===== src/rtl/fetch_queue.sv =====
// Instruction-fetch stage: drives a 1-cycle-latency ROM and buffers PC-tagged instructions in a FIFO.
// Optional same-cycle head bypass of returning ROM data is enabled by defining FETCH_QUEUE_BYPASS_EN.
module fetch_queue #(
    parameter int                 DATA_W   = 16,
    parameter int                 ADDR_W   = 16,
    parameter int                 DEPTH    = 4,
    parameter logic [ADDR_W-1:0]  RESET_PC = '0
) (
    input  logic                       CLK,
    input  logic                       rst,
    input  logic                       redirect,
    input  logic [ADDR_W-1:0]          redirect_pc,
    output logic [ADDR_W-1:0]          imem_addr,
    input  logic [DATA_W-1:0]          imem_data,
    output logic                       id_valid,
    input  logic                       id_ready,
    output logic [DATA_W-1:0]          id_instr,
    output logic [ADDR_W-1:0]          id_pc,
    output logic [$clog2(DEPTH):0]     count
);
    localparam int PW = $clog2(DEPTH);
    localparam int CW = PW + 1;
    localparam logic [CW-1:0] DEPTH_C = CW'(DEPTH);

    logic [ADDR_W-1:0] r_pc;
    logic              r_inflight;
    logic [ADDR_W-1:0] r_inflight_pc;
    logic [CW-1:0]     r_count;
    logic [PW-1:0]     r_rd_ptr;
    logic [PW-1:0]     r_wr_ptr;
    logic [DATA_W-1:0] r_instr_mem [DEPTH];
    logic [ADDR_W-1:0] r_pc_mem    [DEPTH];

    logic              w_empty;
    logic              w_issue;
    logic              w_ret;
    logic              w_bypass;
    logic              w_valid;
    logic              w_pop;
    logic              w_pop_fifo;
    logic              w_push;
    logic [DATA_W-1:0] w_head_instr;
    logic [ADDR_W-1:0] w_head_pc;

    // Handshake: a transfer happens on every rising edge where id_valid && id_ready;
    // id_valid never depends on id_ready, and id_instr/id_pc are stable while id_valid is high
    // and no transfer or redirect occurs. A transfer in a redirect cycle still counts.
    assign w_empty = (r_count == '0);
    // Issue credit counts the in-flight read; a pop this cycle does not free a slot until next cycle.
    assign w_issue = !redirect && ((r_count + CW'(r_inflight)) < DEPTH_C);
    assign w_ret   = r_inflight && !redirect;

`ifdef FETCH_QUEUE_BYPASS_EN
    assign w_bypass = w_empty && w_ret;
`else
    assign w_bypass = 1'b0;
`endif

    assign w_valid    = !w_empty || w_bypass;
    assign w_pop      = w_valid && id_ready;
    assign w_pop_fifo = w_pop && !w_empty;
    // A bypassed return that decode takes directly never occupies a slot.
    assign w_push     = w_ret && !(w_bypass && id_ready);

    assign w_head_instr = w_bypass ? imem_data     : r_instr_mem[r_rd_ptr];
    assign w_head_pc    = w_bypass ? r_inflight_pc : r_pc_mem[r_rd_ptr];

    assign imem_addr = r_pc;
    assign id_valid  = w_valid;
    assign id_instr  = w_valid ? w_head_instr : '0;
    assign id_pc     = w_valid ? w_head_pc    : '0;
    assign count     = r_count;

    always_ff @(posedge CLK or negedge rst) begin
        if (!rst) begin
            r_pc          <= RESET_PC;
            r_inflight    <= 1'b0;
            r_inflight_pc <= '0;
            r_count       <= '0;
            r_rd_ptr      <= '0;
            r_wr_ptr      <= '0;
        end else if (redirect) begin
            r_pc       <= redirect_pc;
            r_inflight <= 1'b0;
            r_count    <= '0;
            r_rd_ptr   <= '0;
            r_wr_ptr   <= '0;
        end else begin
            if (w_issue) begin
                r_pc          <= r_pc + ADDR_W'(1);
                r_inflight    <= 1'b1;
                r_inflight_pc <= r_pc;
            end else begin
                r_inflight    <= 1'b0;
            end
            if (w_push) begin
                r_wr_ptr <= r_wr_ptr + PW'(1);
            end
            if (w_pop_fifo) begin
                r_rd_ptr <= r_rd_ptr + PW'(1);
            end
            case ({w_push, w_pop_fifo})
                2'b10:   r_count <= r_count + CW'(1);
                2'b01:   r_count <= r_count - CW'(1);
                default: r_count <= r_count;
            endcase
        end
    end

    // Storage needs no reset: entries are only visible when counted as occupied.
    always_ff @(posedge CLK) begin
        if (w_push) begin
            r_instr_mem[r_wr_ptr] <= imem_data;
            r_pc_mem[r_wr_ptr]    <= r_inflight_pc;
        end
    end

endmodule


===== config.mk =====
export PLATFORM = sky130hd
export DESIGN_NAME = fetch_queue
export DESIGN_NICKNAME = d
export VERILOG_FILES = /design/src/rtl/fetch_queue.sv
export SDC_FILE = /design/constraint.sdc
export NUM_CORES = 1
export LEC_CHECK = 0
export BUFFER_PORTS_ARGS = -buffer_cell sky130_fd_sc_hd__buf_2
export CORE_AREA = 2 2 135 137
export DETAILED_ROUTE_END_ITERATION = 10
export DIE_AREA = 0 0 137 139
export PLACE_DENSITY = 0.59
export SYNTH_ARGS = -nofsm -noshare
export SYNTH_HDL_FRONTEND = slang
export SYNTH_SLANG_ARGS = --single-unit
export TNS_END_PERCENT = 1

===== constraint.sdc =====
create_clock -name CLK -period 2.5 [get_ports CLK]
set_input_delay 0.5 -clock CLK [delete_from_list [all_inputs] [get_ports CLK]]
set_output_delay 0.5 -clock CLK [all_outputs]
set_load 0.01 [all_outputs]

# Yosys cells after proc, flatten, opt, wreduce, memory -nomap -nowiden
# Memories as Yosys holds them, arrays and structs flattened.
# Index checks and enable logic that the tools add are counted.
[classes]
n_addsub = 6
order_cmp = 1
eq_ne = 2
n_mux = 14
n_bitwise = 1
reduce_logical = 12
[op_table]
columns = ["cell", "count"]
rows = [
  ["16-bit 2-to-1 mux", 4],
  ["16-bit by 1-bit adder with 16-bit output (second input constant)", 1],
  ["2-bit 2-to-1 mux", 4],
  ["3-bit case mux with 2 select lines", 1],
  ["2-bit nonzero test", 3],
  ["2-bit by 1-bit adder with 2-bit output (second input constant)", 2],
  ["1-bit logical AND", 4],
  ["1-bit 2-to-1 mux", 4],
  ["3-bit by 1-bit adder with 3-bit output", 1],
  ["3-bit by 1-bit adder with 3-bit output (second input constant)", 1],
  ["3-bit zero test", 1],
  ["3-bit < comparator (second input constant)", 1],
  ["3-bit 2-to-1 mux", 1],
  ["3-bit nonzero test", 1],
  ["3-bit by 1-bit subtractor with 3-bit output (second input constant)", 1],
  ["2-bit by 1-bit equality test with 1-bit output (second input constant)", 1],
  ["2-bit equality test (second input constant)", 1],
  ["1-bit zero test", 2],
  ["2-bit AND reduction", 1],
  ["1-bit NOT", 1],
]
[word_totals]
register_bits = 40
mem_bits_rw = 128
in_bits = 36
output_inout_bits = 52
wordCells = 44
n_memories = 2
[memory_table]
columns = ["name", "depth", "word_bits", "read_ports", "rd_clocked_by_memory_dff", "write_ports", "line_no", "text"]
rows = [
  ["r_instr_mem", 4, 16, 1, 0, 1, "31", "logic [DATA_W-1:0] r_instr_mem [DEPTH];"],
  ["r_pc_mem", 4, 16, 1, 0, 1, "32", "logic [ADDR_W-1:0] r_pc_mem [DEPTH];"],
]

# Depth between registers and ports, before layout
# Gate-level depths: netlist of the first run.
[depth]
ltp_word = 7
depth_mapped = 8
mapped_depth_nobuf = 7

# Worst setup path after synthesis of the first run
# OpenSTA, ideal clock, no wires.
[synth_path]
kind = "reg2out"
startpoint = "register r_rd_ptr[0]"
endpoint = "output id_instr[10]"
arrival_ns = 1.652
setup_slack_ns = 0.348
stages_incl_launch_ff = 5
n_path_buf = 2
path_cell_list = "dfrtp_1 > clkbuf_1 > buf_2 > mux4_2 > and2_1"
[synth_between]
elab_chain_len = 2
[synth_rtl]
columns = ["item", "line_no", "text"]
rows = [
  ["from (decl)", "29", "logic [PW-1:0] r_rd_ptr;"],
  ["from (signal assigned)", "100", "r_rd_ptr <= r_rd_ptr + PW'(1);"],
  ["memory 4 x 16 bit", "-", ""],
  ["16-bit 2-to-1 mux", "70", "assign id_instr = w_valid ? w_head_instr : '0;"],
  ["to (decl)", "17", "output logic [DATA_W-1:0] id_instr,"],
]
# No other way between the ends.

# Worst setup path in the final report of the first run
[layout_path]
startpoint = "register r_rd_ptr[0]"
endpoint = "output id_pc[15]"
[layout_between]
elab_chain_len = 2
[layout_rtl]
columns = ["item", "line_no", "text"]
rows = [
  ["memory 4 x 16 bit", "-", ""],
  ["16-bit 2-to-1 mux", "71", "assign id_pc = w_valid ? w_head_pc : '0;"],
  ["to (decl)", "18", "output logic [ADDR_W-1:0] id_pc,"],
]
# No other way between the ends.

==> results summary, run 1 <==
The number of endpoints with negative hold slack in the final report is 0. The post-layout worst setup margin is between 0.1 and 0.15 ns. The total vias in the final route is 3,891. The area occupied by registers is between 4000 and 5000 um^2.

Derived from the worst setup path, the maximum achievable clock frequency is around 420 MHz. Tracing the worst setup path back leads to its startpoint at r_rd_ptr[0]. The pre-antenna-repair detailed-routing pass consisted of 4 iterations. The number of DRC markers after the initial detailed-route iteration came out at between 200 and 300. Max-cap violations in this run came to 0. The initial antenna violation count is 0.

The analysis attributes to cell leakage a power of 3.06 nW. The number of library cell types mapped by synthesis came out at 43. The tightest hold margin came out at about 0.077 ns.

The ratio of routed vias to standard cells is around 5.2. The global routing met2 resource utilization came out at roughly a quarter. The count of nets after finishing came out at ~550. The via count of the first global-routing pass is between 4,000 and 5,000. In this run the vertical extent of the chip is around 140 um. The routing usage on met3 came out at under 10%. Leaving out fill and tap cells, the most frequent cell in the layout is sky130_fd_sc_hd__edfxtp_1.

The placeable core area came out at 17,700 um^2. STA puts the critical path data required time at ~2.0 ns. The Yosys warning count came out at 0. For the final database, setup skew stands at 0.00873 ns. The worst hold path belongs to the class in -> async. The measured slew at the worst slew-check pin is between 0.7 and 0.8 ns. The register area share after synthesis is ~70%. The startpoint identified for the worst register-to-register timing path is count[1].

The post-place instance area is ~7800 um^2. The final-layout fill cell count came out at approximately 1,500. The async set or reset register ratio after synthesis is about a quarter.

The final wirelength came out at around 14,000 um. After global routing, the most crowded layer is met2. The clock tree from TritonCTS is done.

The average detailed-routed wire length per instance is ~18 um. The synthesized area per cell came out at roughly 17 um^2. The path depth of the worst reg2reg path came out at 4.

Adding up every negative setup slack in the final design gives 0 ns. The number of rows created at floorplan is 49. In this run the tightest slew margin relative to its limit is a little under half. The horizontal die dimension came out at 137 um. Once layout is done, the placed cells without fillers occupy roughly 8400 um^2. The share of post-route cells with drive strength above 1 came out at a little under two fifths. In this run the clock root is driven by a sky130_fd_sc_hd__clkbuf_16. The count of final setup violators came out at 0. The time the final worst path needs with I/O delays and setup came out at ~2.4 ns.

The DRC violation count after routing came out at 0. The area overhead of the layout relative to synthesis is 20.7%. Clock tree synthesis inserted a total of 17 buffers. The period utilization came out at between 90% and 100%. The count of nets left with antenna violations once routing finished came out at 0. The global-route wire length before repair came out at 22,100 um. The sink count of the clock tree is roughly 170. Leaving out fill and tap cells, the most frequent cells in the layout are sky130_fd_sc_hd__edfxtp_1, sky130_fd_sc_hd__buf_2, sky130_fd_sc_hd__dfrtp_1. Global routing used between 20% and 30% of the available met1 tracks.

The H-tree depth came out at 4. The maximum number of buffers from clock root to sink came out at 2. The critical path launch point type is a register. The synthesized flop and latch total came out at 168.

The floorplan step defined a die boundary enclosing about 19,000 um^2. The routability congestion estimate came out at 0.874. The synthesized instance count is ~410. Yosys mapped a number of flops with a built-in enable equal to 128. After global routing the overflow that remains totals 0. The I/O pin total is 88.

The power per unit of standard cell area came out at approximately 1100 nW/um^2. The number of hold buffers added after CTS was 0. The worst vdd rail ir drop is 594 uV.

The clock network latency to the later pin of the worst-skew pair came out at ~0.42 ns. The number of pins with negative max-slew slack in the final report was 0. The kind of end point of the critical path is a primary output.

The leading register cell type out of synthesis is sky130_fd_sc_hd__edfxtp_1. The flow ran to the end, and the final reports show no timing, DRC or antenna violations. Entering global routing, the biggest net connects 30 pins. The synthesized area is between 6000 and 7000 um^2. The multi-input combinational cells in the finished layout cover a total of ~2000 um^2. Data arrives at the worst endpoint at approximately 1.9 ns. The clock edge transition at the registers on the reported setup and hold paths is ~0.06 ns.

The largest driver fanout on the critical path came out at 18. The estimated wirelength of the detail-placed design is ~9000 um. Once the floorplan was initialized, standard cells occupied roughly 40% of the core. The number of port buffers came out at 87. Before CTS, the worst setup slack after placement is 0.429 ns. Setup repair after global routing left no endpoint under its margin.

In the global route stage, overall resource usage came out at approximately 16%. By startpoint and endpoint, the worst setup path is classified as reg -> out. The synthesized netlist net count is roughly 450.
## registers in the layout, summed over array words and instances (netlist names)
register	flops
r_wr_ptr	2
r_inflight	1
count	3
r_rd_ptr	2
r_instr_mem	64
r_pc_mem	64
r_inflight_pc	16
imem_addr	16
## final cells by class
type / instances / area share [%]
diodes: 1 / 0.0299
clock buffers: 26 / 5.96
clock inverters: 6 / 1.07
inverters: 7 / 0.313
multi-input cells: 209 / 23.4
flip-flops and latches: 168 / 57.8
well taps: 229 / 3.42
repair buffers: 107 / 7.97
## worst max-delay path: stages (launching register included)
cell and delay (ns):
sky130_fd_sc_hd__dfrtp_2 0.40, sky130_fd_sc_hd__buf_12 0.20, sky130_fd_sc_hd__mux4_2 0.55, sky130_fd_sc_hd__and2_1 0.17, sky130_fd_sc_hd__buf_2 0.13
## logic make-up after synthesis
family | share of synthesized area (%)
buffers and inverters | 2.09
and+or+nand+nor | 8.97
DFF | 69.8
xor gates and xnor gates | 0.991
adders and majority gates | 1.19
muxes | 13.6
AOI/OAI and AO/OA | 3.42
## layer usage
| metal | wire length [um] | vias to the layer above |
|---|---|---|
| met5 | 0 | - |
| met2 | 6530 | 113 |
| met1 | 6170 | 1958 |
| met4 | 148 | 0 |
| met3 | 896 | 14 |
| li1 | - | 1806 |
## path summary, 6_finish.rpt
check | slack, ns | endpoint
max | 0.11 | id_pc[15]
min in group CLK | 0.28 | imem_addr[5]
max in group asynchronous | 1.85 | r_inflight_pc[13]
min reg2reg | 0.52 | r_pc_mem[3][4]
max reg2reg | 0.44 | r_inflight_pc[11]
min | 0.08 | imem_addr[2]
## synth_stat cells, types with 2 or more instances
master | instances | area, um^2
sky130_fd_sc_hd__edfxtp_1 | 128 | 3840
sky130_fd_sc_hd__dfrtp_1 | 40 | 1000
sky130_fd_sc_hd__and2_1 | 37 | 231
sky130_fd_sc_hd__mux4_2 | 32 | 721
sky130_fd_sc_hd__clkbuf_1 | 16 | 60.1
sky130_fd_sc_hd__mux2_2 | 16 | 180
sky130_fd_sc_hd__nand2_1 | 16 | 60.1
sky130_fd_sc_hd__nor2_1 | 14 | 52.6
sky130_fd_sc_hd__nand3_1 | 9 | 45.0
sky130_fd_sc_hd__nand4_1 | 8 | 50.1
sky130_fd_sc_hd__o311ai_0 | 7 | 61.3
sky130_fd_sc_hd__or4_1 | 7 | 52.6
sky130_fd_sc_hd__a31oi_1 | 6 | 37.5
sky130_fd_sc_hd__inv_1 | 6 | 22.5
sky130_fd_sc_hd__o31ai_1 | 6 | 45.0
sky130_fd_sc_hd__a21oi_1 | 5 | 25.0
sky130_fd_sc_hd__buf_2 | 5 | 25.0
sky130_fd_sc_hd__ha_1 | 5 | 62.6
sky130_fd_sc_hd__mux2i_1 | 4 | 40.0
sky130_fd_sc_hd__o21ai_0 | 4 | 20.0
sky130_fd_sc_hd__or2_2 | 4 | 25.0
sky130_fd_sc_hd__and4_1 | 3 | 26.3
sky130_fd_sc_hd__or3_1 | 3 | 18.8
sky130_fd_sc_hd__xnor2_1 | 3 | 26.3
sky130_fd_sc_hd__xor2_1 | 3 | 26.3
sky130_fd_sc_hd__buf_6 | 2 | 22.5
sky130_fd_sc_hd__nand2b_1 | 2 | 12.5
sky130_fd_sc_hd__nand3b_1 | 2 | 15.0
sky130_fd_sc_hd__o211ai_1 | 2 | 15.0
## report_power, final
group	switching, mW	internal (mW)	total (mW)
Sequential	0.346	3.53	3.87
Clock	1.00	1.58	2.58
Combinational	1.33	1.34	2.66
Total	2.67	6.44	9.12
## what timing repair did
item | in CTS | in global routing
setup buffers | 0 | 0
gates resized for setup | 2 | 1
endpoints found under the setup margin | 16 | 4
## through the flow
| stage | cells | util (%) | power [mW] |
|---|---|---|---|
| global placement | 720 | 44.0 | 6.56 |
| global route | 752 | 47.5 | 9.66 |
| finish | 753 | 47.5 | 9.12 |
| floorplan | 409 | - | 5.55 |
| CTS | 752 | 47.4 | 9.26 |
| detailed placement | 720 | 44.0 | 6.64 |
Power figures use the tool's default switching activity.
==> inputs of run 2 (changes only) <==
--- a/config.mk
+++ b/config.mk
@@ -9,6 +9,7 @@
 export CORE_AREA = 2 2 135 137
 export DETAILED_ROUTE_END_ITERATION = 10
 export DIE_AREA = 0 0 137 139
+export MAX_ROUTING_LAYER = met4
 export PLACE_DENSITY = 0.59
 export SYNTH_ARGS = -nofsm -noshare
 export SYNTH_HDL_FRONTEND = slang
==> run 2 against run 1 <==
Against the previous run: clock skew is 0.0055 ns higher; final cell count stayed put; die area stayed put; critical path depth stayed put; worst hold slack worse by 0.0038 ns; clock power hardly changed; clock-buffer cell count stayed put; sequential cell count stayed put; sequential power hardly changed; setup slack better by 0.0014 ns; power hardly changed; critical path type unchanged.
==> results summary, run 2 (synthesis results as in run 1) <==
The final wirelength came out at approximately 14,000 um. Of the cells placed in the final design, the portion with a size suffix greater than 1 is between 30% and 40%. On the final layout, the worst clock skew is between 0.01 and 0.015 ns.

The number of endpoints with negative hold slack in the final report came out at 0. Among all stages on the critical path, the largest delay is contributed by sky130_fd_sc_hd__mux4_2. The period utilization came out at between 90% and 100%. The clock edge transition at the registers on the reported setup and hold paths came out at about 0.06 ns.

The capturing element of the worst setup path is id_pc[15]. The via count of the first global-routing pass is 4,119. The post-route antenna net violation count is 0. Walking the worst path, the cells encountered are buf_12, mux4_2, and2_1, buf_2. The floorplan step defined a die boundary enclosing between 15,000 and 20,000 um^2. The worst slack at placement is roughly 0.43 ns.

Measured along the x axis, the die boundary spans approximately 140 um. In the routed design, unresolved DRC markers number 0. The required time at the endpoint of the critical path came out at 2.00 ns. The final sum of negative setup slack came out at 0 ns. The measured slew at the worst slew-check pin is slightly below 0.8 ns. Across the run, the number of max-cap violations was 0.

The maximum number of buffers from clock root to sink came out at 2. Once the floorplan was initialized, standard cells occupied between 30% and 40% of the core. The relative slew slack is 46.9%. The stage delay of the slowest cell on the critical path came out at between 0.5 and 0.6 ns. In the final routed layout, each cell accounts on average for between 15 and 20 um. The beginning of the worst register-to-register path is count[1]. The final standard cell utilization of the core came out at 47.5%. The run finished with clean final reports.

In the layout the commonest cells are sky130_fd_sc_hd__edfxtp_1, sky130_fd_sc_hd__buf_2, sky130_fd_sc_hd__dfrtp_1. The clock network latency to the later pin of the worst-skew pair is 0.43 ns. The static leakage came out at between 3 and 4 nW. Across all register-to-register paths, the minimum setup slack is 0.44 ns.

After the last flow step, the layout net total stands at 552. The global-route wire length before repair is 22,100 um. The worst vdd rail ir drop is between 600 and 700 uV. In this run the core area contains 49 standard-cell rows. Buffers placed on the I/O ports in this run total 87. The sink count of the clock tree is ~170. The number of buffers inserted by hold repair at cts is 0.

After global routing the overflow that remains totals 0. In this run the worst hold path is classified as in -> async. The library cell used most frequently in the layout, excluding fill and tap cells, is sky130_fd_sc_hd__edfxtp_1. The time the final worst path needs with I/O delays and setup came out at 2.39 ns. The kind of end point of the critical path is a primary output. The launching instance or port of the critical path is r_rd_ptr[0]. The critical path is of the reg -> out type.

The final design instance area without fill came out at about 8400 um^2. The tightest hold margin came out at approximately 0.073 ns. The ratio of routed vias to standard cells came out at roughly 5.2. The peak clock frequency supported by timing came out at approximately 420 MHz. The power per unit of standard cell area came out at ~1100 nW/um^2. The number of CTS-inserted buffers is 17. The H-tree was split into 4 levels. The placeable core area came out at approximately 18,000 um^2. Setup repair after global routing left no endpoint under its margin. Once placement finished, the instance area stood at 7780 um^2. The worst setup path is launched from a register. Entering global routing, the biggest net connects 30 pins. In this run the worst path has a maximum fanout of 18. After legalization and detailed placement, the total HPWL measured 9020 um.

The post-layout worst setup margin came out at approximately 0.11 ns. The cell at the root of the clock tree is sky130_fd_sc_hd__clkbuf_16. The total track usage is between 15 and 20%. The I/O pin total came out at between 80 and 90.

The count of final setup violators is 0. The final route contains around 3,900 vias. Relative to the synthesized area, the layout overhead comes to 20.7%. The path depth of the worst reg2reg path came out at 4. The largest registers in the layout are r_instr_mem: 64 flops, r_pc_mem: 64 flops.

The routability congestion estimate came out at 0.889. The number of DRC markers after the initial detailed-route iteration is between 300 and 400. The endpoint identified for the worst register-to-register timing path is r_inflight_pc[11]. The die boundary height is 139 um. The post-CTS setup repair buffer count came out at 0.

TritonCTS built the clock tree. The detailed-routing iteration count for the pre-antenna-repair pass came out at 4. The number of pins with negative max-slew slack in the final report came to 0. The initial antenna violation count came out at 0.

The data arrival time of the critical path is ~1.9 ns.
==> run 2: cell counts in the layout (fill, tap and decap cells not counted) <==
No cell type changed its count.
==> run 2: worst min-delay path by stage <==
stage | slack (ns) | to | cells past startpoint | startpoint
after global routing | 0.11 | imem_addr[2] | 1 | rst
after global placement | 0.49 | r_pc_mem[2][5] | 0 | r_inflight_pc[5]
final | 0.07 | imem_addr[2] | 1 | rst
after detailed placement | 0.51 | r_pc_mem[2][4] | 0 | r_inflight_pc[4]
after floorplan | 0.20 | count[0] | 0 | rst
after CTS | 0.08 | imem_addr[2] | 1 | rst
==> run 2: layout make-up <==
type,instances,area (um^2)
Inverter,7,26.3
Multi-Input combinational cell,209,1960
Tap cell,229,287
Antenna cell,1,2.50
Clock inverter,6,90.1
Clock buffer,26,499
Sequential cell,168,4850
Fill cell,1536,9280
Timing Repair Buffer,107,668
==> run 2: report_power, final <==
group	total (mW)	leakage [nW]	internal (mW)	switching, mW
Combinational	2.67	1.14	1.34	1.33
Clock	2.58	0.285	1.58	0.999
Sequential	3.87	1.64	3.53	0.343
Total	9.12	3.06	6.44	2.67
==> run 2: through the flow <==
step,instances,total power [mW]
5_1_grt,752,9.66
3_3_place_gp,720,6.56
6_report,753,9.12
2_1_floorplan,409,5.55
3_5_place_dp,720,6.64
4_1_cts,752,9.26
==> run 2: per-layer routing <==
metal	track usage, %	routed length, um
met5	-	0
met1	20.3	6090
met3	5.34	921
met2	24.4	6580
met4	5.15	157
==> run 2: repair_timing <==
item / CTS / global route
endpoints found under the hold margin: 0 / 0
resized for setup: 2 / 1
setup endpoints to repair: 16 / 4
==> run 2: worst max-delay path: cells and delay by family, from the launching register on <==
kind | cells | cell delay [ns]
buffers and inverters | 2 | 0.33
DFF | 1 | 0.40
muxes | 1 | 0.55
and+or+nand+nor | 1 | 0.17
==> inputs of run 3 (changes only) <==
--- a/config.mk
+++ b/config.mk
@@ -6,11 +6,11 @@
 export NUM_CORES = 1
 export LEC_CHECK = 0
 export BUFFER_PORTS_ARGS = -buffer_cell sky130_fd_sc_hd__buf_2
-export CORE_AREA = 2 2 135 137
+export CORE_AREA = 2 2 114 116
 export DETAILED_ROUTE_END_ITERATION = 10
-export DIE_AREA = 0 0 137 139
+export DIE_AREA = 0 0 116 118
 export MAX_ROUTING_LAYER = met4
-export PLACE_DENSITY = 0.59
+export PLACE_DENSITY = 0.78
 export SYNTH_ARGS = -nofsm -noshare
 export SYNTH_HDL_FRONTEND = slang
 export SYNTH_SLANG_ARGS = --single-unit
==> run 3 against run 2 <==
Against the previous run: clock power down 6%; die area fell by 28%; combinational power down 2%; largest cell class unchanged.
==> results summary, run 3 (synthesis results as in run 1) <==
The clock edge transition at the registers on the reported setup and hold paths came out at approximately 0.06 ns. The initial antenna violation count is 0. The final wirelength came out at roughly 14,000 um.

The startpoint identified for the worst hold timing path is redirect_pc[3]. In this run the worst hold path is classified as in -> reg. The time the final worst path needs with I/O delays and setup came out at about 2.4 ns.

The worst-case register-to-register setup slack is around 0.37 ns. The final design instance area without fill is 8230 um^2. The routability congestion estimate is 0.853. For this run, the top clock speed supported by timing is ~410 MHz. The ratio of routed vias to standard cells came out at 5.71.

Setup violations remaining at the end of the flow were counted as 0. The portion of total power attributed to the clock network came out at around 27%. On the worst path, the slowest cell contributes a delay of approximately 0.46 ns.

The path depth of the worst reg2reg path is 4. The post-route antenna net violation count is 0. In this run, flip-flops and latches consume between 40% and 50% of the power. In the layout the commonest cells are sky130_fd_sc_hd__edfxtp_1, sky130_fd_sc_hd__buf_2, sky130_fd_sc_hd__dfrtp_1. The signal on the critical path passes through or3_4, buf_4, and2_1, buf_2.

The data arrival time of the critical path came out at about 1.9 ns. The number of clock buffers added by TritonCTS is 17. The die covers approximately 14,000 um^2. Global routing used roughly 22% of the available tracks. The library cell used most frequently in the layout, excluding fill and tap cells, is sky130_fd_sc_hd__edfxtp_1.

The number of endpoints with negative hold slack in the final report came out at 0. After layout, the worst path uses a little over nine tenths of the clock period. The post-layout worst setup margin came out at approximately 0.085 ns. In this run the cell area measured after placement is ~7700 um^2. The die boundary height came out at 118 um. The post-layout instance count excluding filler cells came out at 693. The worst slack at placement came out at approximately 0.37 ns. The static leakage came out at 3.02 nW. The DRC violation count after routing came out at 0. For this run, the share of the core covered by cells in the final layout is between 60% and 70%. The horizontal die dimension came out at around 120 um. The switching share of power is between 30% and 40%. The sink count of the clock tree came out at about 170. The H-tree depth came out at 4. Summed over all nets, the switching power comes to between 2 and 3 mW. The I/O pin total came out at 88. The kind of end point of the critical path is a primary output. The critical path in this run is classified as reg -> out. The average detailed-routed wire length per instance came out at around 20 um. The largest individual stage delay along the critical path comes from the cell sky130_fd_sc_hd__dfrtp_2. The power per unit of standard cell area came out at 1090 nW/um^2. The share of power burned in combinational logic came out at 29.2%.

The worst vdd rail ir drop came out at roughly 470 uV. The global-route wire length before repair came out at between 20,000 and 25,000 um. The number of stages on the worst hold path is 3.

The number of pins with negative max-slew slack in the final report is 0. The floorplan has 41 rows. For hold timing, the worst endpoint is imem_addr[3]. The flow ran to the end, and the final reports show no timing, DRC or antenna violations. The worst setup path is launched from a register.

The clock tree skew after final layout came out at ~0.0042 ns. The max-cap violation count is 0. After legalization and detailed placement, the total HPWL measured between 8000 and 9000 um. The relative slew slack is 46.9%. The worst register-to-register path begins at r_inflight. The placeable core area is around 12,000 um^2. The via count of the first global-routing pass is 4,146. The largest driver fanout on the critical path came out at 27. The post-placement cell count came out at roughly 660. The detailed-routing iteration count for the pre-antenna-repair pass came out at 4. The critical path contains buffers and inverters numbering 2 combined. In the final timing run, aggregate negative setup slack is 0 ns. Cell internal power was estimated by the tool at between 6 and 7 mW. For the worst-skew pair, the clock arrives at the later sink with an insertion delay of around 0.42 ns. The clock passes through at most 2 buffers.

In this run the tool buffered the top-level ports with 87 buffer cells. The worst register-to-register path ends at r_inflight_pc[4]. Clock tree synthesis selected as its root buffer the cell sky130_fd_sc_hd__clkbuf_16. The area overhead of the layout relative to synthesis is 18.5%. TritonCTS built the clock tree.

The total vias in the final route is between 3,000 and 4,000. The initial core utilization came out at 55.9%. The share of post-route cells with drive strength above 1 is 35.8%.

The pin count of the biggest net entering global routing is 33. The largest registers in the layout are r_instr_mem: 64 flops, r_pc_mem: 64 flops. The total overflow reported by the global router came out at 0. The number of DRC markers after the initial detailed-route iteration is 285.

Setup repair after global routing left no endpoint under its margin. The count of nets after finishing is 550. The measured slew at the worst slew-check pin came out at roughly 0.8 ns. The kind of cell adding the most delay to the critical path is simple AND/OR/NAND/NOR gates. Data on the critical path is required at its endpoint by ~2.0 ns.
[run 3: per-stage QoR]
stage | hold WS, ns | power (mW)
finish | 0.285 | 8.95
global placement | 0.421 | 6.44
CTS | 0.271 | 9.03
global route | 0.288 | 9.40
detailed placement | 0.429 | 6.56
floorplan | 0.204 | 5.55
[run 3: final cells by class]
type,count,area [um^2]
Antenna cell,1,2.50
Clock buffer,19,433
Clock inverter,12,110
Fill cell,870,4190
Inverter,7,26.3
Multi-Input combinational cell,209,1960
Sequential cell,168,4850
Tap cell,172,215
Timing Repair Buffer,105,636
[run 3: repair_timing]
item / in CTS / in global routing
resized for setup: 1 / 1
hold buffers: 1 / 0
setup endpoints to repair: 32 / 12
endpoints found under the hold margin: 13 / 0
buffers inserted: 2 / 0
[run 3: how the worst max path moves through the flow]
stage                      from               end  slack (ns)  depth (start not counted)
floorplan           r_rd_ptr[0]      id_instr[10]        0.35                          4
global placement    r_rd_ptr[0]          id_pc[3]        0.40                          4
detailed placement   r_inflight  r_inflight_pc[4]        0.37                          4
CTS                    count[0]       id_instr[8]        0.04                          4
global route           count[0]       id_instr[8]        0.01                          4
finish                 count[0]       id_instr[8]        0.08                          4
[run 3: power by group through the flow]
| stage | sequential [mW] | combinational, mW | clock (mW) |
|---|---|---|---|
| final | 3.91 | 2.61 | 2.43 |
| after global routing | 3.97 | 2.86 | 2.57 |
| after CTS | 3.90 | 2.67 | 2.46 |
| after detailed placement | 3.98 | 2.58 | 0 |
| after global placement | 3.93 | 2.51 | 0 |
| after floorplan | 3.80 | 1.75 | 0 |
[run 3: routing by layer]
| layer | global-route usage, % | share of wire (%) | vias up | wire (um) |
|---|---|---|---|---|
| li1 | - | - | 1794 | - |
| met1 | 27.6 | 42 | 2015 | 5840 |
| met2 | 35.5 | 50 | 133 | 6910 |
| met3 | 6.02 | 6.5 | 13 | 890 |
| met4 | 7.81 | 1.1 | 0 | 154 |
| met5 | - | 0 | - | 0 |
[run 3: worst min-delay path, stage by stage]
cell	delay [ns]
sky130_fd_sc_hd__buf_2	0.07
sky130_fd_sc_hd__nand2_1	0.04
sky130_fd_sc_hd__nand3_1	0.05
